$ cat config.mk
export PLATFORM = sky130hd
export DESIGN_NAME = quad_encoder_decoder
export DESIGN_NICKNAME = d
export VERILOG_FILES = /design/src/rtl/quad_encoder_decoder_pkg.sv /design/src/rtl/quad_input_filter.sv /design/src/rtl/quad_encoder_decoder.sv
export SDC_FILE = /design/constraint.sdc
export NUM_CORES = 1
export LEC_CHECK = 0
export ABC_AREA = 1
export ABC_CLOCK_PERIOD_IN_PS = 3300
export BUFFER_PORTS_ARGS = -buffer_cell sky130_fd_sc_hd__clkbuf_2
export CAP_MARGIN = 20
export CORE_UTILIZATION = 55
export CTS_CLUSTER_DIAMETER = 60
export DETAILED_ROUTE_END_ITERATION = 7
export PLACE_DENSITY = 0.8
export SLEW_MARGIN = 20
export SYNTH_ARGS = -nofsm -noshare
export SYNTH_HDL_FRONTEND = slang
export SYNTH_SLANG_ARGS = --single-unit
$ cat constraint.sdc
create_clock -name clk -period 3.3 [get_ports clk]
set_clock_uncertainty 0.2 [all_clocks]
set_input_delay 0.165 -clock clk [delete_from_list [all_inputs] [get_ports clk]]
set_output_delay 0.165 -clock clk [all_outputs]
set_load 0.1 [all_outputs]
$ cat src/rtl/quad_encoder_decoder_pkg.sv
// Shared quadrature step encoding and 4x decode table.
// Used by the single-channel decoder and a future dual-channel wrapper.
package quad_pkg;

    typedef enum logic [1:0] {
        STEP_NONE = 2'd0,
        STEP_FWD  = 2'd1,
        STEP_REV  = 2'd2,
        STEP_ERR  = 2'd3
    } step_e;

    // Forward is A leading B: {A,B} = 00 -> 10 -> 11 -> 01 -> 00.
    function automatic step_e decode_step(input logic [1:0] prev_ab, input logic [1:0] cur_ab);
        step_e s;
        s = STEP_NONE;
        case ({prev_ab, cur_ab})
            4'b00_10, 4'b10_11, 4'b11_01, 4'b01_00: s = STEP_FWD;
            4'b00_01, 4'b01_11, 4'b11_10, 4'b10_00: s = STEP_REV;
            4'b00_11, 4'b11_00, 4'b10_01, 4'b01_10: s = STEP_ERR;
            default:                                s = STEP_NONE;
        endcase
        return s;
    endfunction

endpackage

$ cat src/rtl/quad_input_filter.sv
// Two-flop synchroniser followed by a stability filter: the output only
// follows the input after FILT_LEN consecutive differing samples.
module quad_input_filter #(
    parameter int unsigned FILT_LEN = 4
) (
    input  logic clk,
    input  logic rst,
    input  logic din,
    output logic dout
);

    logic       sync1_q, sync1_d;
    logic       sync2_q, sync2_d;
    logic       filt_q, filt_d;
    logic [7:0] cnt_q, cnt_d;
    logic [7:0] cnt_inc;

    always_comb begin
        sync1_d = din;
        sync2_d = sync1_q;
        cnt_inc = cnt_q + 8'd1;
        filt_d  = filt_q;
        cnt_d   = '0;
        if (sync2_q != filt_q) begin
            if (cnt_inc == 8'(FILT_LEN)) begin
                filt_d = sync2_q;
            end else begin
                cnt_d = cnt_inc;
            end
        end
    end

    always_ff @(posedge clk) begin
        if (!rst) begin
            sync1_q <= 1'b0;
            sync2_q <= 1'b0;
            filt_q  <= 1'b0;
            cnt_q   <= '0;
        end else begin
            sync1_q <= sync1_d;
            sync2_q <= sync2_d;
            filt_q  <= filt_d;
            cnt_q   <= cnt_d;
        end
    end

    assign dout = filt_q;

endmodule

$ cat src/rtl/quad_encoder_decoder.sv
// Quadrature encoder feedback: filtered A/B, 4x decode, wrapping position,
// windowed saturating velocity, direction and sticky illegal-transition flag.
module quad_encoder_decoder
    import quad_pkg::*;
#(
    parameter int unsigned CNT_W      = 16,
    parameter int unsigned FILT_LEN   = 4,
    parameter int unsigned VEL_WINDOW = 50000
) (
    input  logic             clk,
    input  logic             rst,
    input  logic             enc_a,
    input  logic             enc_b,
    input  logic             clear,
    output logic [CNT_W-1:0] position,
    output logic [CNT_W-1:0] velocity,
    output logic             vel_valid,
    output logic             direction,
    output logic             err
);

    localparam int unsigned          WIN_W    = $clog2(VEL_WINDOW);
    localparam logic [WIN_W-1:0]     WIN_LAST = WIN_W'(VEL_WINDOW - 1);
    localparam logic [CNT_W-1:0]     SAT_MAX  = {1'b0, {(CNT_W-1){1'b1}}};
    localparam logic [CNT_W-1:0]     SAT_MIN  = {1'b1, {(CNT_W-1){1'b0}}};

    logic             filt_a, filt_b;
    logic [1:0]       cur_ab;
    step_e            step;
    logic [CNT_W:0]   step_ext;
    logic [CNT_W:0]   acc_sum;
    logic [CNT_W-1:0] acc_sat;

    logic [1:0]       prev_ab_q, prev_ab_d;
    logic [CNT_W-1:0] position_q, position_d;
    logic [CNT_W-1:0] velocity_q, velocity_d;
    logic             vel_valid_q, vel_valid_d;
    logic             direction_q, direction_d;
    logic             err_q, err_d;
    logic [CNT_W-1:0] acc_q, acc_d;
    logic [WIN_W-1:0] win_q, win_d;

    quad_input_filter #(.FILT_LEN(FILT_LEN)) u_filt_a (
        .clk  (clk),
        .rst  (rst),
        .din  (enc_a),
        .dout (filt_a)
    );

    quad_input_filter #(.FILT_LEN(FILT_LEN)) u_filt_b (
        .clk  (clk),
        .rst  (rst),
        .din  (enc_b),
        .dout (filt_b)
    );

    assign cur_ab = {filt_a, filt_b};

    always_comb begin
        step = decode_step(prev_ab_q, cur_ab);
        case (step)
            STEP_FWD: step_ext = (CNT_W+1)'(1);
            STEP_REV: step_ext = '1;
            default:  step_ext = '0;
        endcase

        // One guard bit: overflow shows as disagreement between the top two bits.
        acc_sum = {acc_q[CNT_W-1], acc_q} + step_ext;
        if (acc_sum[CNT_W] != acc_sum[CNT_W-1]) begin
            acc_sat = acc_sum[CNT_W] ? SAT_MIN : SAT_MAX;
        end else begin
            acc_sat = acc_sum[CNT_W-1:0];
        end

        prev_ab_d   = cur_ab;
        position_d  = position_q;
        velocity_d  = velocity_q;
        vel_valid_d = 1'b0;
        direction_d = direction_q;
        err_d       = err_q;
        acc_d       = acc_q;
        win_d       = win_q;

        if (clear) begin
            position_d = '0;
            acc_d      = '0;
            win_d      = '0;
            err_d      = 1'b0;
        end else begin
            position_d = position_q + step_ext[CNT_W-1:0];
            if (step == STEP_FWD) begin
                direction_d = 1'b1;
            end else if (step == STEP_REV) begin
                direction_d = 1'b0;
            end
            if (step == STEP_ERR) begin
                err_d = 1'b1;
            end
            if (win_q == WIN_LAST) begin
                velocity_d  = acc_sat;
                vel_valid_d = 1'b1;
                acc_d       = '0;
                win_d       = '0;
            end else begin
                acc_d = acc_sat;
                win_d = win_q + WIN_W'(1);
            end
        end
    end

    always_ff @(posedge clk) begin
        if (!rst) begin
            prev_ab_q   <= '0;
            position_q  <= '0;
            velocity_q  <= '0;
            vel_valid_q <= 1'b0;
            direction_q <= 1'b1;
            err_q       <= 1'b0;
            acc_q       <= '0;
            win_q       <= '0;
        end else begin
            prev_ab_q   <= prev_ab_d;
            position_q  <= position_d;
            velocity_q  <= velocity_d;
            vel_valid_q <= vel_valid_d;
            direction_q <= direction_d;
            err_q       <= err_d;
            acc_q       <= acc_d;
            win_q       <= win_d;
        end
    end

    assign position  = position_q;
    assign velocity  = velocity_q;
    assign vel_valid = vel_valid_q;
    assign direction = direction_q;
    assign err       = err_q;

endmodule

==> impl_metrics.json <==
{
  "synth_compound_area_frac": 0.115,
  "io_pins": 40,
  "p_leak_nw": 3.00,
  "cp-end-kind": "flop",
  "die_h_um": 103,
  "period_minus_slack_ns": 3.20,
  "initial_utilization": 0.572,
  "wl_per_cell_um": 12.2,
  "fin_area_um2": 6500,
  "htreeDepth": 3,
  "port_buffers": 39,
  "p_total_mw": 1.91,
  "core-area_um2": 9860,
  "post-route-drc-count": 0,
  "placedInstanceArea_um2": 5950,
  "synth_nets": 845,
  "wl_um": 12400,
  "synth_area_leaders": "dfxtp_1 (32%), nand2_1 (13%), inv_1 (8.5%)",
  "cts-buffers-inserted": 9,
  "cp-start-kind": "flop",
  "syn_to_final_growth_pct": 15.2,
  "setup.worst_path.class": "reg2reg",
  "max_slew.worst_pin.slew_ns": 0.651,
  "fin_setup_tns_ns": 0,
  "place_congestion": 0.903,
  "pre_cts_ws_ns": -0.150,
  "synth-edff-count": 0,
  "clkTransAtPathRegs_ns": 0.08,
  "reg2reg_slack_ns": 0.1,
  "postLayoutCoreUtil": 0.659,
  "fmax_mhz": 312,
  "fin_ws_ns": 0.0975,
  "cap_violations": 0,
  "whs_ns": 0.0322,
  "yosys-top-cells-count": "nand2_1 (199), inv_1 (128), nor2_1 (97), dfxtp_1 (91), a21oi_1 (53)",
  "finalSetupViolCount": 0,
  "async_flop_share": 0,
  "n_fill_cell": 824,
  "via_count": 5146,
  "grt_pass1_vias": 4381,
  "status": "completed",
  "synth-xor-area-share": 0.0647,
  "synthMuxAreaShare": 0,
  "via_per_inst": 5.05,
  "finalHoldViolCount": 0,
  "clockBufferDepth": 2,
  "antenna_found_initial": 0,
  "synthDistinctLibCells": 43,
  "worstSkewPairLatency_ns": 0.37,
  "ant_nets": 0,
  "drv_slew": 0,
  "num_rows": 36,
  "finalNetCount": 902,
  "synth_top_cell_area_share": 0.323,
  "overflow": 0,
  "first_iter_violations": 255,
  "crit_fanout": 8,
  "ys_seq_area_frac": 0.323,
  "p_per_area_nw_per_um2": 294,
  "dpl.hpwl_um": 8680,
  "instances_no_fill": 1020,
  "cts_tree": "done",
  "dieArea_um2": 10700,
  "yosys_warnings": 0,
  "ys_ff_latch": 91,
  "synthAdderAreaFrac": 0.0310,
  "synthCells": 826,
  "n_antenna_cell": 0,
  "fin_crit_sh": 0.970,
  "die_w_um": 103,
  "drt_pass1_iterations": 5,
  "synth_ff_type": "dfxtp_1",
  "grt_use_total": 0.238,
  "dp.cells": 990,
  "vdd_drop_max_v": 0.000337,
  "syn-cell-area_um2": 5640,
  "crit_arrival_ns": 3.27,
  "yosys.area_share.simple": 0.347,
  "grt_max_degree": 28,
  "drive_gt1_frac": 0.202,
  "grt_pass1_wl_um": 19800,
  "synth_area_leader_cell": "dfxtp_1",
  "crit_required_ns": 3.37,
  "synth_top_family_by_area": "simple AND/OR/NAND/NOR gates",
  "avgSynthCellArea_um2": 6.83,
  "yosysMostFrequentCell": "nand2_1",
  "maxSlewHeadroom": 0.564,
  "hp-class": "in2reg",
  "cts.sinks": 91,
  "cts_root_buf": "clkbuf_8"
}
sequential cells by signal (all words and copies together), names as in the netlist:
name,cells
acc_q,16
direction,1
err,1
position,16
prev_ab_q,2
u_filt_a.cnt_q,8
u_filt_a.dout,1
u_filt_a.sync1_q,1
u_filt_a.sync2_q,1
u_filt_b.cnt_q,8
u_filt_b.dout,1
u_filt_b.sync1_q,1
u_filt_b.sync2_q,1
vel_valid,1
velocity,16
win_q,16
critical path: stages (launching register included):
cell and delay (ns):
dfxtp_4 0.37, inv_1 0.05, nand2_1 0.05, inv_1 0.06
o31ai_4 0.24, inv_2 0.06, buf_4 0.14, ha_4 0.26
inv_1 0.07, ha_4 0.17, ha_2 0.16, inv_1 0.05
nand2_1 0.06, nand3_1 0.09, nand2_2 0.08, nand2_2 0.09
nand2_4 0.06, nand2_2 0.10, nand2_2 0.07, nand2_1 0.12
nand2_4 0.11, nand3_4 0.13, buf_12 0.14, nand3_2 0.07
nand2_1 0.06, inv_1 0.04
layer usage:
metal / share of wire / global-route usage
met1: 0.47 / 0.334
met2: 0.46 / 0.373
met3: 0.056 / 0.0376
met4: 0.017 / 0.0845
met5: 0 / 0
power by group:
group	internal [mW]	leakage [nW]	switching (mW)
registers	1.10	0.736	0.00243
logic	0.0124	2.17	0.0269
clock network	0.386	0.0974	0.384
layout make-up:
type                       count  area [um2]  share of cell area
inverter                     133         499              0.0768
tap                          133         166              0.0256
clock inverter                 4        50.0             0.00770
multi-input combinational    584        3350               0.515
sequential                    91        1830               0.281
clock buffer                  11         151              0.0233
timing repair buffer          64         458              0.0704
path summary, 6_finish.rpt:
kind	depth (start not counted)	to	from
setup / recovery	25	velocity[10]$_SDFFE_PN0P_	prev_ab_q[0]$_SDFF_PN0_
hold / removal	3	direction$_SDFFE_PN1P_	rst
hold reg to reg	2	u_filt_b.sync2_q$_SDFF_PN0_	u_filt_b.sync1_q$_SDFF_PN0_
setup reg to reg	25	velocity[10]$_SDFFE_PN0P_	prev_ab_q[0]$_SDFF_PN0_
what timing repair did:
action | 4_1_cts | 5_1_grt
hold buffers | 3 | 0
resized for setup | 5 | 33
hold endpoints to repair | 3 | 0
setup buffers | 0 | 7
pin swaps | 1 | 9
gates cloned | 3 | 2
endpoints found under the setup margin | 30 | 37
kinds of logic after synthesis:
| group | Yosys count |
|---|---|
| AOI/OAI and AO/OA | 114 |
| xor gates and xnor gates | 34 |
| adders and majority gates | 14 |
| buffers and inverters | 154 |
| DFF | 91 |
| and+or+nand+nor | 419 |
layout by cell type (no fill, tap or decap), types with 4 or more instances in the layout:
cell type	instances
nand3_2	10
ha_1	10
xor2_1	16
nor2_1	97
nand2_2	20
nand3_4	4
nor2_4	4
dfxtp_1	88
nand2_4	15
nand2_1	192
clkbuf_2	39
nor4_1	4
o21ai_0	28
nand4_1	9
xnor2_1	12
nand3_1	42
nor2_2	7
clkbuf_8	11
buf_4	18
a21oi_2	15
o21ai_1	7
nor3_1	9
a21oi_1	51
inv_2	7
inv_1	126
Note: power is estimated with default switching activity, not from simulation.
